$ cat config.mk
export PLATFORM = sky130hd
export DESIGN_NAME = execute_stage_flat
export DESIGN_NICKNAME = d
export VERILOG_FILES = /design/src/rtl/execute_stage_if.sv /design/src/rtl/execute_stage.sv /design/src/flat_wrapper.sv
export SDC_FILE = /design/constraint.sdc
export NUM_CORES = 1
export LEC_CHECK = 0
export ABC_AREA = 1
export CAP_MARGIN = 20
export CORE_ASPECT_RATIO = 0.75
export CORE_MARGIN = 4
export CORE_UTILIZATION = 40
export CTS_CLUSTER_DIAMETER = 200
export DETAILED_ROUTE_END_ITERATION = 16
export DONT_BUFFER_PORTS = 1
export PLACE_DENSITY = 0.62
export SYNTH_ARGS = -nofsm -noshare
export SYNTH_HDL_FRONTEND = slang
export SYNTH_SLANG_ARGS = --single-unit
$ cat constraint.sdc
create_clock -name clk -period 8.3 [get_ports clk]
set_input_delay 1.66 -clock clk [delete_from_list [all_inputs] [get_ports clk]]
set_output_delay 1.66 -clock clk [all_outputs]
set_load 0.01 [all_outputs]
$ cat src/rtl/execute_stage_if.sv
// Y86-64 execute-stage bus bundle: E-register fields in, forwarding and M-register fields out.
// The master side drives the E fields and stage status, and the slave side is the execute stage.
interface execute_stage_if #(
  parameter int W = 64
);
  // Fields from the E pipeline register, plus downstream status and bubble control
  logic [3:0]   E_stat;
  logic [3:0]   E_icode;
  logic [3:0]   E_ifun;
  logic [W-1:0] E_valA;
  logic [W-1:0] E_valB;
  logic [W-1:0] E_valC;
  logic [3:0]   E_dstE;
  logic [3:0]   E_dstM;
  logic [3:0]   m_stat;
  logic [3:0]   W_stat;
  logic         M_bubble;

  // Combinational forwarding outputs
  logic [W-1:0] e_valE;
  logic         e_Cnd;
  logic [3:0]   e_dstE;

  // Registered condition codes
  logic         cc_zf;
  logic         cc_sf;
  logic         cc_of;

  // Fields of the M pipeline register
  logic [3:0]   M_stat;
  logic [3:0]   M_icode;
  logic         M_Cnd;
  logic [W-1:0] M_valE;
  logic [W-1:0] M_valA;
  logic [3:0]   M_dstE;
  logic [3:0]   M_dstM;

  modport master (
    output E_stat, E_icode, E_ifun, E_valA, E_valB, E_valC, E_dstE, E_dstM,
    output m_stat, W_stat, M_bubble,
    input  e_valE, e_Cnd, e_dstE, cc_zf, cc_sf, cc_of,
    input  M_stat, M_icode, M_Cnd, M_valE, M_valA, M_dstE, M_dstM
  );

  modport slave (
    input  E_stat, E_icode, E_ifun, E_valA, E_valB, E_valC, E_dstE, E_dstM,
    input  m_stat, W_stat, M_bubble,
    output e_valE, e_Cnd, e_dstE, cc_zf, cc_sf, cc_of,
    output M_stat, M_icode, M_Cnd, M_valE, M_valA, M_dstE, M_dstM
  );
endinterface

$ cat src/rtl/execute_stage.sv
// Y86-64 execute stage: ALU, condition codes, branch/cmov condition and the M pipeline register.
module execute_stage #(
  parameter int W = 64
) (
  input  logic                 clk,
  input  logic                 rst,
  execute_stage_if.slave       bus
);

  localparam logic [3:0] I_RRMOVQ = 4'h2;
  localparam logic [3:0] I_IRMOVQ = 4'h3;
  localparam logic [3:0] I_RMMOVQ = 4'h4;
  localparam logic [3:0] I_MRMOVQ = 4'h5;
  localparam logic [3:0] I_OPQ    = 4'h6;
  localparam logic [3:0] I_CALL   = 4'h8;
  localparam logic [3:0] I_RET    = 4'h9;
  localparam logic [3:0] I_PUSHQ  = 4'hA;
  localparam logic [3:0] I_POPQ   = 4'hB;
  localparam logic [3:0] I_NOP    = 4'h1;

  localparam logic [3:0] S_AOK    = 4'h1;
  localparam logic [3:0] R_NONE   = 4'hF;

  localparam logic [3:0] ALU_ADD  = 4'h0;
  localparam logic [3:0] ALU_SUB  = 4'h1;
  localparam logic [3:0] ALU_AND  = 4'h2;
  localparam logic [3:0] ALU_XOR  = 4'h3;

  // Stack pointer adjustment constants; -8 is the two's complement of 8.
  localparam logic [W-1:0] POS8 = W'(8);
  localparam logic [W-1:0] NEG8 = ~W'(7);

  logic [W-1:0] alu_a, alu_b, alu_r;
  logic [3:0]   alu_fun;
  logic         new_zf, new_sf, new_of;
  logic         set_cc;
  logic         cnd;
  logic [3:0]   dst_e;

  logic         cc_zf_d, cc_sf_d, cc_of_d;
  logic         cc_zf_q, cc_sf_q, cc_of_q;

  logic [3:0]   mr_stat_d, mr_icode_d, mr_dste_d, mr_dstm_d;
  logic [3:0]   mr_stat_q, mr_icode_q, mr_dste_q, mr_dstm_q;
  logic         mr_cnd_d, mr_cnd_q;
  logic [W-1:0] mr_vale_d, mr_vala_d;
  logic [W-1:0] mr_vale_q, mr_vala_q;

  // Operand selection and ALU function; only OPq uses ifun, everything else adds.
  always_comb begin
    alu_a = '0;
    alu_b = '0;
    unique case (bus.E_icode)
      I_RRMOVQ, I_OPQ:             alu_a = bus.E_valA;
      I_IRMOVQ, I_RMMOVQ, I_MRMOVQ: alu_a = bus.E_valC;
      I_CALL, I_PUSHQ:             alu_a = NEG8;
      I_RET, I_POPQ:               alu_a = POS8;
      default:                     alu_a = '0;
    endcase
    unique case (bus.E_icode)
      I_RMMOVQ, I_MRMOVQ, I_OPQ, I_CALL, I_RET, I_PUSHQ, I_POPQ: alu_b = bus.E_valB;
      default:                                                  alu_b = '0;
    endcase
    alu_fun = (bus.E_icode == I_OPQ) ? bus.E_ifun : ALU_ADD;
  end

  // ALU result and the flags it would write; undefined OPq functions yield zero.
  always_comb begin
    alu_r  = '0;
    new_of = 1'b0;
    unique case (alu_fun)
      ALU_ADD: begin
        alu_r  = alu_b + alu_a;
        new_of = (alu_a[W-1] == alu_b[W-1]) && (alu_r[W-1] != alu_b[W-1]);
      end
      ALU_SUB: begin
        alu_r  = alu_b - alu_a;
        new_of = (alu_a[W-1] != alu_b[W-1]) && (alu_r[W-1] != alu_b[W-1]);
      end
      ALU_AND: alu_r = alu_b & alu_a;
      ALU_XOR: alu_r = alu_b ^ alu_a;
      default: alu_r = '0;
    endcase
    new_zf = (alu_r == '0);
    new_sf = alu_r[W-1];
  end

  // Only an OPq updates CC, and only while nothing downstream has faulted.
  always_comb begin
    set_cc  = (bus.E_icode == I_OPQ) && (bus.m_stat == S_AOK) && (bus.W_stat == S_AOK);
    cc_zf_d = cc_zf_q;
    cc_sf_d = cc_sf_q;
    cc_of_d = cc_of_q;
    if (set_cc) begin
      cc_zf_d = new_zf;
      cc_sf_d = new_sf;
      cc_of_d = new_of;
    end
  end

  // Condition from the registered CC, so a cmov/jXX sees what the previous OPq wrote.
  always_comb begin
    cnd = 1'b0;
    unique case (bus.E_ifun)
      4'h0:    cnd = 1'b1;
      4'h1:    cnd = (cc_sf_q ^ cc_of_q) | cc_zf_q;
      4'h2:    cnd = cc_sf_q ^ cc_of_q;
      4'h3:    cnd = cc_zf_q;
      4'h4:    cnd = ~cc_zf_q;
      4'h5:    cnd = ~(cc_sf_q ^ cc_of_q);
      4'h6:    cnd = ~(cc_sf_q ^ cc_of_q) & ~cc_zf_q;
      default: cnd = 1'b0;
    endcase
    dst_e = ((bus.E_icode == I_RRMOVQ) && !cnd) ? R_NONE : bus.E_dstE;
  end

  // Next M register contents: bubble or the instruction leaving execute.
  always_comb begin
    if (bus.M_bubble) begin
      mr_stat_d  = S_AOK;
      mr_icode_d = I_NOP;
      mr_cnd_d   = 1'b0;
      mr_vale_d  = '0;
      mr_vala_d  = '0;
      mr_dste_d  = R_NONE;
      mr_dstm_d  = R_NONE;
    end else begin
      mr_stat_d  = bus.E_stat;
      mr_icode_d = bus.E_icode;
      mr_cnd_d   = cnd;
      mr_vale_d  = alu_r;
      mr_vala_d  = bus.E_valA;
      mr_dste_d  = dst_e;
      mr_dstm_d  = bus.E_dstM;
    end
  end

  // State update; reset discards the in-flight instruction and restores ZF=1.
  always_ff @(posedge clk) begin
    if (rst) begin
      cc_zf_q    <= 1'b1;
      cc_sf_q    <= 1'b0;
      cc_of_q    <= 1'b0;
      mr_stat_q  <= S_AOK;
      mr_icode_q <= I_NOP;
      mr_cnd_q   <= 1'b0;
      mr_vale_q  <= '0;
      mr_vala_q  <= '0;
      mr_dste_q  <= R_NONE;
      mr_dstm_q  <= R_NONE;
    end else begin
      cc_zf_q    <= cc_zf_d;
      cc_sf_q    <= cc_sf_d;
      cc_of_q    <= cc_of_d;
      mr_stat_q  <= mr_stat_d;
      mr_icode_q <= mr_icode_d;
      mr_cnd_q   <= mr_cnd_d;
      mr_vale_q  <= mr_vale_d;
      mr_vala_q  <= mr_vala_d;
      mr_dste_q  <= mr_dste_d;
      mr_dstm_q  <= mr_dstm_d;
    end
  end

  assign bus.e_valE  = alu_r;
  assign bus.e_Cnd   = cnd;
  assign bus.e_dstE  = dst_e;
  assign bus.cc_zf   = cc_zf_q;
  assign bus.cc_sf   = cc_sf_q;
  assign bus.cc_of   = cc_of_q;
  assign bus.M_stat  = mr_stat_q;
  assign bus.M_icode = mr_icode_q;
  assign bus.M_Cnd   = mr_cnd_q;
  assign bus.M_valE  = mr_vale_q;
  assign bus.M_valA  = mr_vala_q;
  assign bus.M_dstE  = mr_dste_q;
  assign bus.M_dstM  = mr_dstm_q;

endmodule

$ cat src/flat_wrapper.sv
// flat-port wrapper written by rule: the top's interface ports become plain ports
module execute_stage_flat 
#(
  parameter int W = 64
)
  (clk, rst, bus_E_stat, bus_E_icode, bus_E_ifun, bus_E_valA, bus_E_valB, bus_E_valC, bus_E_dstE, bus_E_dstM, bus_m_stat, bus_W_stat, bus_M_bubble, bus_e_valE, bus_e_Cnd, bus_e_dstE, bus_cc_zf, bus_cc_sf, bus_cc_of, bus_M_stat, bus_M_icode, bus_M_Cnd, bus_M_valE, bus_M_valA, bus_M_dstE, bus_M_dstM);
  execute_stage_if #(.W(W)) bus_i ();
  input  logic clk;
  input  logic rst;
  input wire logic [$bits(bus_i.E_stat)-1:0] bus_E_stat;
  input wire logic [$bits(bus_i.E_icode)-1:0] bus_E_icode;
  input wire logic [$bits(bus_i.E_ifun)-1:0] bus_E_ifun;
  input wire logic [$bits(bus_i.E_valA)-1:0] bus_E_valA;
  input wire logic [$bits(bus_i.E_valB)-1:0] bus_E_valB;
  input wire logic [$bits(bus_i.E_valC)-1:0] bus_E_valC;
  input wire logic [$bits(bus_i.E_dstE)-1:0] bus_E_dstE;
  input wire logic [$bits(bus_i.E_dstM)-1:0] bus_E_dstM;
  input wire logic [$bits(bus_i.m_stat)-1:0] bus_m_stat;
  input wire logic [$bits(bus_i.W_stat)-1:0] bus_W_stat;
  input wire logic [$bits(bus_i.M_bubble)-1:0] bus_M_bubble;
  output wire logic [$bits(bus_i.e_valE)-1:0] bus_e_valE;
  output wire logic [$bits(bus_i.e_Cnd)-1:0] bus_e_Cnd;
  output wire logic [$bits(bus_i.e_dstE)-1:0] bus_e_dstE;
  output wire logic [$bits(bus_i.cc_zf)-1:0] bus_cc_zf;
  output wire logic [$bits(bus_i.cc_sf)-1:0] bus_cc_sf;
  output wire logic [$bits(bus_i.cc_of)-1:0] bus_cc_of;
  output wire logic [$bits(bus_i.M_stat)-1:0] bus_M_stat;
  output wire logic [$bits(bus_i.M_icode)-1:0] bus_M_icode;
  output wire logic [$bits(bus_i.M_Cnd)-1:0] bus_M_Cnd;
  output wire logic [$bits(bus_i.M_valE)-1:0] bus_M_valE;
  output wire logic [$bits(bus_i.M_valA)-1:0] bus_M_valA;
  output wire logic [$bits(bus_i.M_dstE)-1:0] bus_M_dstE;
  output wire logic [$bits(bus_i.M_dstM)-1:0] bus_M_dstM;
  assign bus_i.E_stat = bus_E_stat;
  assign bus_i.E_icode = bus_E_icode;
  assign bus_i.E_ifun = bus_E_ifun;
  assign bus_i.E_valA = bus_E_valA;
  assign bus_i.E_valB = bus_E_valB;
  assign bus_i.E_valC = bus_E_valC;
  assign bus_i.E_dstE = bus_E_dstE;
  assign bus_i.E_dstM = bus_E_dstM;
  assign bus_i.m_stat = bus_m_stat;
  assign bus_i.W_stat = bus_W_stat;
  assign bus_i.M_bubble = bus_M_bubble;
  assign bus_e_valE = bus_i.e_valE;
  assign bus_e_Cnd = bus_i.e_Cnd;
  assign bus_e_dstE = bus_i.e_dstE;
  assign bus_cc_zf = bus_i.cc_zf;
  assign bus_cc_sf = bus_i.cc_sf;
  assign bus_cc_of = bus_i.cc_of;
  assign bus_M_stat = bus_i.M_stat;
  assign bus_M_icode = bus_i.M_icode;
  assign bus_M_Cnd = bus_i.M_Cnd;
  assign bus_M_valE = bus_i.M_valE;
  assign bus_M_valA = bus_i.M_valA;
  assign bus_M_dstE = bus_i.M_dstE;
  assign bus_M_dstM = bus_i.M_dstM;
  execute_stage #(.W(W)) u_core (.clk(clk), .rst(rst), .bus(bus_i));
endmodule
==> run metrics <==
most frequent cells in the layout nand2_1, inv_1, nor2_1; CTS Buffer Depth 2; DR vias/cell ~5.4; top sig layer met4; Clk network pwr share around a quarter; Worst Setup End Kind primary output; combinational share of power between 40 and 50%; unrepaired setup endpoints after global routing no; syn_nets between 3k and 4k; most common cell after layout, fill and taps aside nand2_1; Overflow after GRT 0; vias in the first global route 20.44k; drt pass-1 iters 7; M1 wire length about 44000 um; Clk pin slew, worst setup/hold paths 0.06 ns; crit-path cells nand2_1 -> nand2_1 -> nand2_1 -> inv_2 -> buf_4 -> a221oi_1 -> ha_1 -> nand2_1 -> nand2_1 -> a21oi_1 -> o21ai_0 -> a21oi_1 -> nand2_1 -> nand3_1 -> nand2_1 -> nand2_1 -> nand3_1 -> nand3b_1; Synth Area in XOR/XNOR less than 1%; area grow syn2layout 4.685%; chip width between 200 and 300 um; Final Max Slew Viols 0; synthesized cell area ~20000 um^2; IO Pins 440; Final Wtd Congestion 1.058; # diodes 0; Critical Path RT 6.64 ns; met2 WL around 35000 um; CTS H-tree lvls 4; die area 53480 um^2; post-synthesis cell type count 53; NetSw 1558 uW; largest net degree at the start of global routing 59; Global Route Usage Sum between 30% and 40%; Final Hold Fails 0; Worst-Skew Late Latency approximately 0.46 ns; IO buf count 0; VDD IR-drop max between 0.0001 and 0.00015 V; mux cell area share after synthesis 0%; Design Area, Final ~21000 um^2; internal power between 1500 and 2000 uW; part of the power in registers around a quarter; DRT iter0 DRCs around 3.3k; CTS tree yes; Root Driver clkbuf_16; Post-synth EDFFs 0; CTS buffer count 17; CORE AREA 48960 um^2; Post-CTS Setup Inserts 0; Setup CP Type in2out; Max Cap Viol 0; average size of a mapped cell between 5 and 6 um^2; Final Net Count between 3k and 4k; Hold Path Class reg2reg; post-synthesis sequential area ratio 14.87%; Arr. time, crit path between 5 and 6 ns; Synth Instances approximately 3.6k; largest family of logic cells by synthesized area simple AND/OR/NAND/NOR gates; initial antenna violation count 0; outcome finished clean; Setup WS pre-CTS 0.9815 ns; power per cell area between 150 and 200 nW/um^2; Routed Antenna Nets 0; Fin Setup TNS 0 ns; achievable frequency approximately 0.13 GHz; hold_buf cts 0; CP max FO 44; Setup crit start kind primary input; synth warn 0; LEAKAGE between 0.01 and 0.015 uW; Sw Ratio around half; wire per inst between 20 and 25 um; critical path buffer and inverter count 2; Final period util ~90%; Initial Utilization about two fifths; WL met3 between 10000 and 15000 um; DP HPWL 82120 um; Vias ~23k; Seq cells post-synth roughly 150; CP delay by family, top simple AND/OR/NAND/NOR gates; Top FF cell, synth dfxtp_1; slowest CP cell ha_1; dpl cell area between 20000 and 25000 um^2; drt drc 0; skew final about 0.0038 ns; reg2reg setup slack 6.11 ns; final WL about 95000 um; Final WS setup around 0.73 ns; Final Critical Period 7.568 ns; post-synthesis simple-gate area fraction 45.09%; layout cells sized above 1 10.07%; Sink Count ~150; Pwr Total 3212 uW; Max-Slew Margin vs Limit about 24%; Resize count post-CTS 0; Worst path most repeated cell nand2_1; Synth Area in Compound Gates about 11%; row count 70; Post-synth ARST share 0%; first-pass GRT wire length roughly 140000 um; die height around 200 um; adder-cell area share of the yosys netlist roughly 8.6%; # setup viols final 0; worst-margin pin slew around 1.1 ns; Slowest Stage Delay on Critical Path between 0.5 and 0.6 ns
-- per-layer routing --
layer | up-vias | track usage [%]
li1 | 10930 | -
met4 | 0 | 5.609
met1 | 10330 | 53.31
met3 | 66 | 12.29
met5 | - | 0
met2 | 1409 | 44.55
-- Yosys cell counts (2+ instances only) --
library cell | count | area share [%]
nand2_1 | 1036 | 20
inv_1 | 792 | 15
nor2_1 | 399 | 7.5
nand3_1 | 283 | 7.1
dfxtp_1 | 148 | 15
ha_1 | 134 | 8.4
a21oi_1 | 106 | 2.7
nor2_2 | 75 | 2.4
inv_2 | 71 | 1.3
a221oi_1 | 60 | 2.6
o21ai_0 | 56 | 1.4
nand2_2 | 50 | 1.6
nand4_1 | 50 | 1.6
o22ai_1 | 49 | 1.5
clkbuf_1 | 44 | 0.83
buf_6 | 28 | 1.6
nand3_2 | 28 | 1.4
buf_4 | 25 | 0.94
nor3_1 | 22 | 0.55
o21bai_1 | 21 | 0.79
a21oi_2 | 17 | 0.75
nor2_4 | 17 | 0.96
buf_2 | 15 | 0.38
nor3_2 | 13 | 0.65
clkinv_1 | 10 | 0.19
nand3b_1 | 9 | 0.34
o21ai_1 | 9 | 0.23
nand2_4 | 8 | 0.45
or2_2 | 7 | 0.22
xor2_1 | 7 | 0.31
and2_1 | 6 | 0.19
a31oi_1 | 5 | 0.16
nand3b_2 | 3 | 0.17
o211ai_1 | 3 | 0.11
o21a_1 | 3 | 0.11
fa_1 | 2 | 0.20
nor4_1 | 2 | 0.063
nor4_2 | 2 | 0.13
o21ai_2 | 2 | 0.088
o31ai_1 | 2 | 0.075
-- cell type report --
class,instances,area (um^2)
Tap cell,648,810.8
Sequential cell,148,2963
Clock inverter,12,183.9
Timing Repair Buffer,27,227.7
Inverter,874,3284
Multi-Input combinational cell,2496,12960
Clock buffer,18,429.2
Fill cell,5585,28100
-- worst paths after layout --
check                         from              endpoint  cells past startpoint
hold / removal    u_core.bus.cc_of      u_core.bus.cc_of                      2
setup / recovery    bus_E_icode[0]        bus_e_valE[52]                     18
hold reg to reg   u_core.bus.cc_of      u_core.bus.cc_of                      2
setup reg to reg  u_core.bus.cc_sf  u_core.bus.M_dstE[2]                      6
-- metrics by stage --
stage	hold WS [ns]	util [%]	std cells
2_1_floorplan	0.5668	-	3632
3_3_place_gp	0.6351	41.34	4193
3_5_place_dp	0.6416	41.34	4193
4_1_cts	0.6493	42.60	4223
5_1_grt	0.6581	42.60	4223
6_report	0.6430	42.60	4223
-- registers in the layout (all words and copies together), names as in the netlist --
name / flops
u_core.bus.M_dstM: 4
u_core.bus.M_valE: 64
u_core.bus.cc_zf: 1
u_core.bus.cc_sf: 1
u_core.bus.M_Cnd: 1
u_core.bus.cc_of: 1
u_core.bus.M_valA: 64
u_core.bus.M_stat: 4
u_core.bus.M_dstE: 4
u_core.bus.M_icode: 4
-- worst register-to-register path, cell delays in order, from the launching register on --
cell and delay (ns):
dfxtp_1 0.47, xor2_1 0.23, a211oi_1 0.08, nor3_1 0.40, inv_1 0.26, nand4_1 0.44, nand3_1 0.17
-- cells by family (layout without fill, tap and decap cells) --
logic type | count (synthesis) | after routing
AO/OA/AOI/OAI | 339 | 339
flip-flops | 148 | 148
adder cells (fa/ha/maj) | 136 | 136
AND/OR/NAND/NOR | 2014 | 2014
XOR/XNOR | 7 | 7
buffers and inverters | 988 | 931
-- power by group through the flow --
stage,combinational [uW],sequential [uW],clock (uW)
global route,1720,785,889
global placement,1530,800,0
detailed placement,1530,799,0
floorplan,1090,793,0
finish,1590,783,838
CTS,1530,784,858
(Power assumes the default switching activity.)
